$ cat config.mk
export PLATFORM = sky130hd
export DESIGN_NAME = instruction_fetch
export DESIGN_NICKNAME = d
export VERILOG_FILES = /design/src/rtl/cpu8_pkg.sv /design/src/rtl/instruction_fetch.sv
export SDC_FILE = /design/constraint.sdc
export NUM_CORES = 1
export LEC_CHECK = 0
export CAP_MARGIN = 25
export CORE_ASPECT_RATIO = 2
export CORE_MARGIN = 5
export CORE_UTILIZATION = 42
export CTS_BUF_LIST = sky130_fd_sc_hd__clkbuf_8
export DETAILED_ROUTE_END_ITERATION = 8
export PLACE_DENSITY = 0.87
export SYNTH_ARGS = -nofsm -noshare
export SYNTH_HDL_FRONTEND = slang
export SYNTH_SLANG_ARGS = --single-unit
$ cat constraint.sdc
create_clock -name clk -period 1.5 [get_ports clk]
set_input_delay 0.3 -clock clk [delete_from_list [all_inputs] [get_ports clk]]
set_output_delay 0.3 -clock clk [all_outputs]
set_load 0.005 [all_outputs]
$ cat src/rtl/cpu8_pkg.sv
// Shared definitions for the 8-bit CPU: opcode constants, fetch-state type
// and the instruction-length helper used by both fetch and decode.
package cpu8_pkg;

  localparam logic [3:0] OPC_LOAD  = 4'h9;
  localparam logic [3:0] OPC_STORE = 4'hD;
  localparam logic [7:0] OPC_HLT   = 8'hFF;

  typedef enum logic [1:0] {
    S_OP,
    S_IMM,
    S_VALID,
    S_HALT
  } fetch_state_e;

  // LOAD and STORE carry an operand byte; every other opcode is 1 byte long.
  function automatic logic is_two_byte(input logic [7:0] opcode);
    return (opcode[7:4] == OPC_LOAD) || (opcode[7:4] == OPC_STORE);
  endfunction

endpackage

$ cat src/rtl/instruction_fetch.sv
// Fetch stage of the 8-bit CPU.
// Owns the PC, drives the combinational instruction-memory address, assembles
// 1- and 2-byte instructions and hands them to decode over valid/ready.
// Stops after delivering HLT until redirected by pc_load or reset.
//
// Ports:
//   clk, rst         clock, synchronous active-high reset
//   imem_addr        memory read address (= PC)
//   imem_data        memory read data, combinational from imem_addr
//   pc_load          redirect request, priority over every state
//   pc_load_addr     redirect target
//   instr_valid      instruction presented to decode
//   instr_ready      decode accepts
//   instr_opcode     first instruction byte
//   instr_operand    second byte, 8'h00 for 1-byte instructions
//   instr_two_byte   operand field is meaningful
//   instr_pc         address of the opcode byte
//   halted           HLT delivered, fetch stopped
//   instr_count      (IFETCH_PERF_CTR_EN only) count of accepted transfers
//
// Build option: define IFETCH_PERF_CTR_EN to add the transfer counter.
module instruction_fetch
  import cpu8_pkg::*;
#(
  parameter logic [7:0] RESET_PC = 8'h00
) (
  input  logic        clk,
  input  logic        rst,
  output logic [7:0]  imem_addr,
  input  logic [7:0]  imem_data,
  input  logic        pc_load,
  input  logic [7:0]  pc_load_addr,
  output logic        instr_valid,
  input  logic        instr_ready,
  output logic [7:0]  instr_opcode,
  output logic [7:0]  instr_operand,
  output logic        instr_two_byte,
  output logic [7:0]  instr_pc,
  output logic        halted
`ifdef IFETCH_PERF_CTR_EN
  ,
  output logic [15:0] instr_count
`endif
);

  fetch_state_e state_q;
  logic [7:0]   pc_q;
  logic [7:0]   pc_inc;
  logic [7:0]   opcode_q;
  logic [7:0]   operand_q;
  logic         two_byte_q;
  logic [7:0]   instr_pc_q;
  logic         valid_q;
  logic         halted_q;
  logic         transfer;

  // 8-bit wrap is intentional: an operand after 8'hFF comes from 8'h00.
  assign pc_inc   = pc_q + 8'd1;
  assign transfer = valid_q & instr_ready;

  always_ff @(posedge clk) begin
    if (rst) begin
      state_q    <= S_OP;
      pc_q       <= RESET_PC;
      opcode_q   <= 8'h00;
      operand_q  <= 8'h00;
      two_byte_q <= 1'b0;
      instr_pc_q <= 8'h00;
      valid_q    <= 1'b0;
      halted_q   <= 1'b0;
    end else if (pc_load) begin
      // Drops any partial or unaccepted instruction; a same-cycle accept
      // still counts as transferred.
      state_q  <= S_OP;
      pc_q     <= pc_load_addr;
      valid_q  <= 1'b0;
      halted_q <= 1'b0;
    end else begin
      unique case (state_q)
        S_OP: begin
          opcode_q   <= imem_data;
          operand_q  <= 8'h00;
          two_byte_q <= is_two_byte(imem_data);
          instr_pc_q <= pc_q;
          pc_q       <= pc_inc;
          if (is_two_byte(imem_data)) begin
            state_q <= S_IMM;
          end else begin
            state_q <= S_VALID;
            valid_q <= 1'b1;
          end
        end
        S_IMM: begin
          operand_q <= imem_data;
          pc_q      <= pc_inc;
          state_q   <= S_VALID;
          valid_q   <= 1'b1;
        end
        S_VALID: begin
          if (instr_ready) begin
            valid_q <= 1'b0;
            if (opcode_q == OPC_HLT) begin
              state_q  <= S_HALT;
              halted_q <= 1'b1;
            end else begin
              state_q <= S_OP;
            end
          end
        end
        S_HALT: begin
          // Frozen until pc_load or rst.
        end
      endcase
    end
  end

`ifdef IFETCH_PERF_CTR_EN
  logic [15:0] count_q;

  always_ff @(posedge clk) begin
    if (rst) begin
      count_q <= 16'h0000;
    end else if (transfer) begin
      count_q <= count_q + 16'd1;
    end
  end

  assign instr_count = count_q;
`else
  logic unused_transfer;
  assign unused_transfer = transfer;
`endif

  assign imem_addr      = pc_q;
  assign instr_valid    = valid_q;
  assign instr_opcode   = opcode_q;
  assign instr_operand  = operand_q;
  assign instr_two_byte = two_byte_q;
  assign instr_pc       = instr_pc_q;
  assign halted         = halted_q;

endmodule

== Word level (Yosys, flattened, before mapping) ==
Cells that the tools add are included.
Storage, ports and cells
  bits in registers: 37
  bits of input ports: 20
  output and inout port bits: 35
  logic and storage cells: 39
Operators by class
  add/subtract/negate cells: 1
  equal/unequal tests: 7
  muxes and demuxes: 10
  bitwise gates (word level): 1
  reduce and logical (&&, ||, !) cells: 12
Operators with widths (count)
  $mux 8: 2
  $pmux 8 s2: 1
  $add 8x1->8 const B: 1
  $eq 4x4->1 const B: 2
  $eq 8x8->1 const B: 1
  $mux 2: 3
  $pmux 2 s3: 1
  $reduce_and 2->1: 3
  $reduce_and 3->1: 2
  $ne 2x2->1 const B: 2
  $reduce_bool 2->1: 2
  $reduce_or 2->1: 2
  $pmux 1 s3: 1
  $reduce_bool 3->1: 1
  $eq 2x1->1 const B: 1
  $eq 2x2->1 const B: 1
  $logic_not 2->1: 1
  $mux 1: 2
  $logic_or 1x1->1: 1
  $not 1->1: 1

== Depth between registers and ports, before layout ==
Gate-level depths: netlist of run 1.
  word-level depth: 4
  mapped depth: 7
  depth with buffers taken out: 5

== Least setup slack after synthesis of run 1 ==
OpenSTA, ideal clock, no wires.
  path type: flip-flop to flip-flop
  start point: register state_q[0]
  end point: register pc_q[7] (netlist: imem_addr[7])
  library setup time: 0.091 ns
  arrival time: 1.455 ns
  data required time: 1.409 ns
  slack: -0.046 ns
  cell stages (with the launch flop): 6
  path buffers: 0
  period minus slack after synthesis: 1.546 ns
  path through: dfxtp_1 -> inv_1 -> ha_1 -> o211ai_2 -> or4_1 -> a311oi_1
Between the ends
  cells in the longest elaborated chain, start to end: 3
  elaborated cells between the ends (all ways): 4
  classes of those cells: eq/ne (1); reduce/logical (3)
RTL lines
  start, declared: RTL line instruction_fetch.sv:46  | fetch_state_e state_q;
  start signal, assigned: RTL line instruction_fetch.sv:63  | state_q <= S_OP;
  start signal, assigned: RTL line instruction_fetch.sv:74  | state_q <= S_OP;
  start signal, assigned: RTL line instruction_fetch.sv:87  | state_q <= S_IMM;
  $eq 2x1->1 or $logic_not 2->1 (tied branches): RTL line instruction_fetch.sv:79  | unique case (state_q)
  $reduce_or 2->1 (no line) (*)
  $reduce_bool 2->1 (no line) (*)
  end signal, assigned: RTL line instruction_fetch.sv:75  | pc_q <= pc_load_addr;
  end signal, assigned: RTL line instruction_fetch.sv:85  | pc_q <= pc_inc;
  end signal, assigned: RTL line instruction_fetch.sv:95  | pc_q <= pc_inc;
  end, declared: RTL line instruction_fetch.sv:47  | logic [7:0] pc_q;
Every way passes the cells marked *; elsewhere a longest branch is shown, timed or not.
A chain may end at the register's enable or synchronous reset.

== Worst setup path in the final report of run 1 ==
  start point: register pc_q[1] (netlist: imem_addr[1])
  end point: output port imem_addr[1]
RTL lines
  end, declared: RTL line instruction_fetch.sv:29  | output logic [7:0] imem_addr,
No word-level cell between the ends.

==> results of run 1 <==
tightest hold or removal path: cells and delay by family (launching register included):
kind | cells | cell delay [ps]
flops | 1 | 310
compound gates | 1 | 60
simple gates | 1 | 50
cells by family after synthesis:
group                      Yosys count
buffers and inverters               17
AOI/OAI and AO/OA                   51
and+or+nand+nor                     76
adders and majority gates            5
DFF                                 37
xor gates and xnor gates             3
per-stage QoR:
step / util [%] / TNS, ps / instance area [um^2] / hold slack [ps]
after CTS: 70.0 / 0 / 2550 / 455
final: 72.6 / 0 / 2650 / 460
after floorplan: - / 0 / 1620 / 436
after global placement: 65.3 / -1530 / 2380 / 441
after detailed placement: 65.3 / -2510 / 2380 / 446
after global routing: 72.6 / -16.1 / 2650 / 488
cells in the mapped netlist, drive strengths merged:
library cell,count,area share [%]
a41oi,1,0.55
a21oi,18,5.7
nor3,1,0.32
clkbuf,10,2.4
or3,3,1.3
a31o,1,0.55
a311oi,5,2.8
nand4,1,0.40
nand2b,1,0.40
xor2,3,1.7
nor2b,3,1.2
dfxtp,37,47
nand2,37,8.8
nor2,19,4.5
a211oi,3,1.4
a2111oi,1,0.55
and2,1,0.40
o21bai,1,0.47
and3,1,0.40
or4,1,0.47
and3b,1,0.55
buf,2,0.55
a211o,1,0.55
or2,2,0.79
o2111ai,2,1.1
and4,1,0.55
a22oi,8,3.8
nand3,3,0.95
a221oi,1,0.55
o41ai,1,0.55
ha,5,3.9
inv,5,1.2
o211ai,2,1.3
nor4bb,1,0.63
o31ai,1,0.47
o21ai,5,1.6
state kept, by name, summed over array words and instances (netlist names):
signal	cells
imem_addr	8
state_q	2
instr_pc	8
instr_opcode	8
instr_valid	1
instr_two_byte	1
instr_operand	8
halted	1
where the power goes:
| part | internal [mW] | switching, mW | total (mW) |
|---|---|---|---|
| registers | 1.03 | 0.0408 | 1.08 |
| clock network | 0.483 | 0.337 | 0.820 |
| logic | 0.265 | 0.208 | 0.473 |
how the worst max path moves through the flow:
stage,to,slack [ps],cells after the start,start
final,imem_addr[1],30,1,imem_addr[1]$_SDFFE_PP0P_
after global routing,imem_addr[1],-20,1,imem_addr[1]$_SDFFE_PP0P_
after CTS,state_q[1]$_SDFFE_PP0P_,5,5,state_q[1]$_SDFFE_PP0P_
after detailed placement,instr_valid$_SDFFE_PP0P_,-200,4,pc_load
after global placement,instr_valid$_SDFFE_PP0P_,-160,4,pc_load
after floorplan,imem_addr[7]$_SDFFE_PP0P_,10,5,state_q[1]$_SDFFE_PP0P_
routing by layer:
metal | wire length (um) | vias to the layer above | track usage (%) | share of wire (%)
met2 | 2840 | 59 | 34.9 | 59
met1 | 1630 | 789 | 18.2 | 34
met5 | 0 | - | 0 | 0
li1 | - | 823 | - | -
met4 | 85 | 0 | 8.46 | 1.8
met3 | 266 | 8 | 5.23 | 5.5
layout make-up:
class | count | area share (%)
clock inverter | 2 | 1.32
multi-input combinational | 135 | 33.6
inverter | 5 | 0.898
sequential | 37 | 28.9
clock buffer | 5 | 2.60
tap | 49 | 2.32
timing repair buffer | 86 | 30.4
repair_timing:
action	in CTS	in global routing
pin swaps	6	6
setup buffers	5	1
hold endpoints to repair	0	0
setup endpoints to repair	21	25
gates resized for setup	16	27
gates cloned	0	0
==> flow_summary.toml, run 1 <==
[yosys]
synth_xor_xnor_area_share_pct = 1.66
syn_avg_cell_area_um2 = 8.38
synth_adder_area_share_pct = 3.95
ys_warn_count = 0
syn-num-nets = 214
ys_ff_latch = 37
netlist_area_mm2 = 0.00158
synth_compound_area_share_pct = 21.9
synth_top_family_by_area = "compound AO/OA/AOI/OAI gates"
synth_cells = 189
synth-simple-area-share_pct = 21.6
synth-seq-area-share_pct = 46.8
muxShareOfSynthArea_pct = 0
ys_types = 39

[routing]
vias_per_cell = 5.26
drt_iter0_drc = 39
wl_per_cell_um = 15.1
vias = 1679
wirelength_um = 4830
drc = 0
postRouteAntennaNets = 0
drt_pass1_iterations = 4

[clock_tree]
holdBufCountCts = 0
clkTransAtPathRegs_ps = 70
cts.sinks = 37
clockRootBuffer = "clkbuf_8"
cts_buffers = 5
htree_levels = 2
tritoncts = "built"
clockBufferDepth = 2
clk_latency_ps = 290

[floorplanning]
ios = 55
dieWidth_um = 53.4
die_area_mm2 = 0.00517
initial_utilization_pct = 43.4
num_rows = 31
fp.dieH_um = 96.9
core_mm2 = 0.00365

[hold_path]
hold_end = "instr_pc[0]$_SDFFE_PP0P_"
min-delay-start = "instr_pc[0]$_SDFFE_PP0P_"
worstHoldPathCells = 2
hp-class = "reg2reg"

[sta]
setup_ws_ps = 25.3
post-route-period-util_pct = 98.3
finalHoldViolCount = 0
tightestPinTransition_ps = 375
rsz0062_at_grt = "true"
relSlewSlack_pct = 75.0
finalMaxSlewViolations = 0
period_needed_ps = 1470
fin_skew_ps = 4.07
fmax_mhz = 678
finalSetupViolations = 0

[global_route]
grt_pass1_wl_um = 7410
track_usage_pct = 19.0
grt_max_degree = 35
grt_pass1_vias = 1668
gr-total-overflow = 0
antenna_found_initial = 0

[placement]
gp_routability_congestion = 0.972
dp_slack_ps = -203
hpwl_um = 3490
port_buffers = 54
placedCellCount = 306

[layout]
num_antenna_cells = 0
nets = 295
final_cell_mix = "clkdlybuf4s50_1, nand2_1, buf_4, dfxtp_1, nor2_1"
drive_gt1_share_pct = 27.4
final_common_cell = "clkdlybuf4s50_1"
register_area_um2 = 766
n_fill_cell = 294
fin_cells = 319
area.growth.synth_to_final_pct = 67.1
multi_input_area_um2 = 888

[worst_setup_path]
worst_ep_arrival_time_ps = 1170
cp_slowest_cell = "clkdlybuf4s50_1"
rr_startpoint = "state_q[0]$_SDFFE_PP0P_"
start_kind = "register"
critPathMaxStageDelay_ps = 510
cp_top_family = "buffers and inverters"
critPathMaxFanout = 5
reg2reg_slack_ps = 50
crit_buf_inv = 1
cp.required_ps = 1200
path_class = "reg2out"
reg2reg_to = "instr_valid$_SDFFE_PP0P_"
cp-end-kind = "output pin"
reg2regPathDepth = 7
worstPathCellList = "clkdlybuf4s50_1"

[power_and_ir_drop]
ir_worst_vdd_mv = 0.943
cellPowerDensity_mw_per_mm2 = 895
p_total_mw = 2.37
leakage_nw = 1.08

[flow_run]
max_cap_viol_count = 0

[outcome]
status = "complete, no violations"
No activity file was read; power rests on OpenSTA's default activity.
==> run 2, diff against run 1 <==
- CORE_ASPECT_RATIO: 2 -> 1.5
- REMOVE_ABC_BUFFERS: default -> 1
==> run 2 against run 1 <==
First-iteration DRC count is 120% higher; sequential share of layout area is 0.11 points higher; register-to-register slack worse by 80 ps; critical endpoint is now state_q[1]$_SDFFE_PP0P_; clock power is 27% higher; largest cell class unchanged; the flow now finishes with violations (negative setup slack).
==> flow_summary.toml, run 2 (synthesized netlist as in run 1, its figures left out) <==
[outcome]
status = "finished with violations"
violations = "negative setup slack"

[power_and_ir_drop]
p_total_mw = 2.62
seqPwrFrac_pct = 41.2
switching_share_pct = 25.1
ir_worst_vdd_mv = 1.09
p_clk_share_pct = 39.7
p_int_mw = 1.96
power.switching_mw = 0.656
comb_power_share_pct = 19.1
cellPowerDensity_mw_per_mm2 = 983
leakage_nw = 1.03

[worst_setup_path]
worst_ep_arrival_time_ps = 1720
critPathMaxStageDelay_ps = 350
critPathMaxFanout = 3
reg2regPathDepth = 5
reg2reg_slack_ps = -30
rr_startpoint = "state_q[1]$_SDFFE_PP0P_"
worstPathCellList = "buf_4, ha_2, nor2b_1, or2_4, o41ai_4"
path_class = "reg2reg"
cp_slowest_cell = "dfxtp_2"
cp.required_ps = 1690
cp-end-kind = "register"
reg2reg_to = "state_q[1]$_SDFFE_PP0P_"
start_kind = "register"

[sta]
relSlewSlack_pct = 74.8
finalMaxSlewViolations = 0
setup_ws_ps = -34.5
fmax_mhz = 652
rsz0062_at_grt = "true"
finalHoldViolCount = 0
whs_ps = 461
finalSetupViolations = 3
tightestPinTransition_ps = 368
period_needed_ps = 1530
post-route-period-util_pct = 102
fin_skew_ps = 6.50

[clock_tree]
cts.sinks = 37
htree_levels = 2
cts_buffers = 5
clk_latency_ps = 290
tritoncts = "built"
clkTransAtPathRegs_ps = 80
clockBufferDepth = 2
clockRootBuffer = "clkbuf_8"
holdBufCountCts = 0

[global_route]
antenna_found_initial = 0
track_usage_pct = 20.7
grt_pass1_wl_um = 8090
grt_pass1_vias = 1745
grt_max_degree = 21
gr-total-overflow = 0

[flow_run]
max_cap_viol_count = 0

[floorplanning]
initial_utilization_pct = 43.4
dieWidth_um = 60.1
fp.dieH_um = 85.2
ios = 55
die_area_mm2 = 0.00512
num_rows = 27
core_mm2 = 0.00365

[routing]
postRouteAntennaNets = 0
vias_per_cell = 5.63
wirelength_um = 5690
drc = 0
drt_iter0_drc = 87
wl_per_cell_um = 18.4
vias = 1739
drt_pass1_iterations = 4

[layout]
area.growth.synth_to_final_pct = 68.1
final_cell_mix = "clkdlybuf4s50_1, nand2_1, buf_4, dfxtp_1, nor2_1"
num_antenna_cells = 0
fin_util_pct = 73.0
final_cell_area_mm2 = 0.00266
nets = 290
drive_gt1_share_pct = 27.8
final_common_cell = "clkdlybuf4s50_1"

[placement]
placed_cell_area_mm2 = 0.00232
port_buffers = 54
gp_routability_congestion = 0.847
dp_slack_ps = -248
hpwl_um = 3440

[hold_path]
hp-class = "reg2reg"
worstHoldPathCells = 2
min-delay-start = "instr_two_byte$_SDFFE_PP0P_"
hold_end = "instr_two_byte$_SDFFE_PP0P_"
[run 2: how the worst max path moves through the flow]
stage / from / end / slack (ps) / cells after the start
4_1_cts: state_q[1]$_SDFFE_PP0P_ / state_q[1]$_SDFFE_PP0P_ / -30 / 5
3_3_place_gp: imem_data[4] / state_q[0]$_SDFFE_PP0P_ / -210 / 4
3_5_place_dp: imem_data[4] / state_q[0]$_SDFFE_PP0P_ / -250 / 4
5_1_grt: state_q[1]$_SDFFE_PP0P_ / state_q[1]$_SDFFE_PP0P_ / -80 / 5
2_1_floorplan: state_q[0]$_SDFFE_PP0P_ / imem_addr[7]$_SDFFE_PP0P_ / -200 / 5
6_report: state_q[1]$_SDFFE_PP0P_ / state_q[1]$_SDFFE_PP0P_ / -30 / 5
[run 2: power groups by stage]
stage	registers, mW	logic [mW]	clock network [mW]
3_3_place_gp	1.09	0.413	0
6_report	1.08	0.500	1.04
2_1_floorplan	1.10	0.136	0
5_1_grt	1.09	0.534	1.09
4_1_cts	1.08	0.451	1.04
3_5_place_dp	1.09	0.423	0
[run 2: per-layer routing]
layer	track usage [%]	up-vias	wire (um)
met3	5.18	16	356
li1	-	813	-
met5	0	-	0
met2	37.5	84	3160
met1	21.7	826	1980
met4	8.67	0	193
[run 2: cell type report]
| type | count | area (um^2) |
|---|---|---|
| Clock inverter | 3 | 65.1 |
| Multi-Input combinational cell | 135 | 906 |
| Fill cell | 245 | 986 |
| Inverter | 5 | 27.5 |
| Clock buffer | 5 | 68.8 |
| Tap cell | 43 | 53.8 |
| Timing Repair Buffer | 81 | 768 |
| Sequential cell | 37 | 773 |
[run 2: repair_timing]
item / in CTS / in global routing
cloned: 0 / 0
pin swaps: 6 / 6
setup endpoints to repair: 29 / 32
gates resized for setup: 26 / 31
setup buffers: 3 / 1
[run 2: critical path: cells and delay by family, from the launching register on]
| kind | cells | cell delay, ps |
|---|---|---|
| simple gates | 2 | 400 |
| flops | 1 | 350 |
| compound gates | 1 | 350 |
| fa+ha+maj | 1 | 180 |
| buf+inv | 1 | 150 |
[run 2: per-stage QoR]
step,instances,TNS [ps]
3_3_place_gp,297,-3140
4_1_cts,308,-31.8
2_1_floorplan,177,-3900
3_5_place_dp,297,-4480
6_report,309,-53.5
5_1_grt,309,-350
==> run 3, diff against run 2 <==
- SETUP_SLACK_MARGIN: default -> 0.2
==> run 3 against run 2 <==
The flow still finishes with violations (negative setup slack); global-route usage up 4.4 points; sequential share of layout area is 2.2 points lower; design area rose by 9.2%; hold slack gained 8.3 ps; critical path depth increased by 3; setup slack got worse by 65 ps; non-clock buffer count grew 9; critical path type unchanged; critical endpoint is now imem_addr[2]$_SDFFE_PP0P_; largest power group unchanged.
==> flow_summary.toml, run 3 (synthesized netlist as in run 1, its figures left out) <==
[hold_path]
worstHoldPathCells = 2
hp-class = "reg2reg"

[global_route]
track_usage_pct = 25.2
grt_pass1_wl_um = 9620
grt_max_degree = 21
grt_pass1_vias = 2019
antenna_found_initial = 0
gr-total-overflow = 0

[layout]
final_common_cell = "dlygate4sd2_1"
num_antenna_cells = 0
drive_gt1_share_pct = 46.5
multi_input_area_mm2 = 0.00108
n_fill_cell = 201
final_cell_area_mm2 = 0.00291
fin_util_pct = 79.7
final_cell_mix = "dlygate4sd2_1, nand2_1, buf_4, dfxtp_2"
area.growth.synth_to_final_pct = 83.5
fin_cells = 318
register_area_um2 = 779
nets = 299

[placement]
hpwl_um = 3440
port_buffers = 54
placed_cell_area_mm2 = 0.00232
placedCellCount = 297
gp_routability_congestion = 0.847

[sta]
fin_skew_ps = 12.0
relSlewSlack_pct = 61.6
fmax_mhz = 625
finalMaxSlewViolations = 0
tightestPinTransition_ps = 576
setup_ws_ps = -99.5
period_needed_ps = 1600
fin_tns_setup_ps = -205
whs_ps = 469
rsz0062_at_grt = "true"
post-route-period-util_pct = 107
finalHoldViolCount = 0
finalSetupViolations = 4

[power_and_ir_drop]
cellPowerDensity_mw_per_mm2 = 944
ir_worst_vdd_mv = 0.929
leakage_nw = 1.24

[routing]
drt_pass1_iterations = 4
drc = 0
wl_per_cell_um = 20.5
wirelength_um = 6510
vias_per_cell = 5.82
vias = 1851
postRouteAntennaNets = 0
drt_iter0_drc = 61

[worst_setup_path]
reg2regPathDepth = 8
start_kind = "register"
worstPathCellList = "inv_4, ha_4, buf_4, buf_12, buf_4, o21ai_2, xor2_1, a211oi_1"
worst_ep_arrival_time_ps = 1790
cp-end-kind = "register"
crit_cells = 8
cp.required_ps = 1690
cp_slowest_cell = "dfxtp_4"
path_class = "reg2reg"
cpMostUsedCell = "buf_4"
critPathMaxStageDelay_ps = 390
critPathMaxFanout = 7
crit_buf_inv = 4
cp_top_family = "buffers and inverters"

[clock_tree]
clk_latency_ps = 300
htree_levels = 2
clockBufferDepth = 2
cts.sinks = 37
tritoncts = "built"
clkTransAtPathRegs_ps = 80
cts_buffers = 5
clockRootBuffer = "clkbuf_8"

[flow_run]
max_cap_viol_count = 0

[floorplanning]
dieWidth_um = 60.1
num_rows = 27
core_mm2 = 0.00365
fp.dieH_um = 85.2
die_area_mm2 = 0.00512
initial_utilization_pct = 43.4
ios = 55

[outcome]
status = "finished with violations"
violations = "negative setup slack"
[run 3: worst paths after layout]
check	slack (ps)	endpoint	from
hold reg to reg	470	instr_two_byte$_SDFFE_PP0P_	instr_two_byte$_SDFFE_PP0P_
setup reg to reg	-100	imem_addr[2]$_SDFFE_PP0P_	state_q[0]$_SDFFE_PP0P_
setup / recovery	-100	imem_addr[2]$_SDFFE_PP0P_	state_q[0]$_SDFFE_PP0P_
hold / removal	470	instr_two_byte$_SDFFE_PP0P_	instr_two_byte$_SDFFE_PP0P_
[run 3: layout make-up]
class | instances | area share [%]
Inverter | 5 | 0.818
Multi-Input combinational cell | 135 | 37.2
Clock inverter | 3 | 2.24
Timing Repair Buffer | 90 | 28.7
Sequential cell | 37 | 26.8
Clock buffer | 5 | 2.37
Tap cell | 43 | 1.85
[run 3: repair_timing]
action | CTS | global route
resized for setup | 108 | 40
gates cloned | 1 | 0
hold endpoints to repair | 0 | 0
setup buffers | 9 | 3
endpoints found under the setup margin | 72 | 40
hold buffers | 0 | 0
pin swaps | 19 | 15
[run 3: stage by stage]
stage                     worst slack, ps  total power [mW]
final                               -99.5              2.74
after global routing                 -104              2.83
after CTS                            23.0              2.63
after detailed placement             -248              1.52
after global placement               -209              1.51
after floorplan                      -201              1.23
[run 3: worst reg2reg max path, stage by stage (launching register included)]
cell      delay, ps
dfxtp_4         390
inv_4            60
ha_4            170
buf_4           140
buf_12          140
buf_4           130
o21ai_2         120
xor2_1           90
a211oi_1        260
[run 3: layer usage]
| layer | GRT usage (%) | vias to the layer above | part of all wire [%] |
|---|---|---|---|
| li1 | - | 834 | - |
| met2 | 46.3 | 91 | 56 |
| met5 | 0 | - | 0 |
| met4 | 13.7 | 0 | 3.5 |
| met1 | 24.5 | 905 | 35 |
| met3 | 5.78 | 21 | 5.7 |
[run 3: power by group]
part / internal, mW / switching (mW) / leakage, nW
clock: 0.661 / 0.397 / 0.0681
sequential: 1.04 / 0.0439 / 0.313
combinational: 0.314 / 0.293 / 0.864
total: 2.01 / 0.734 / 1.24
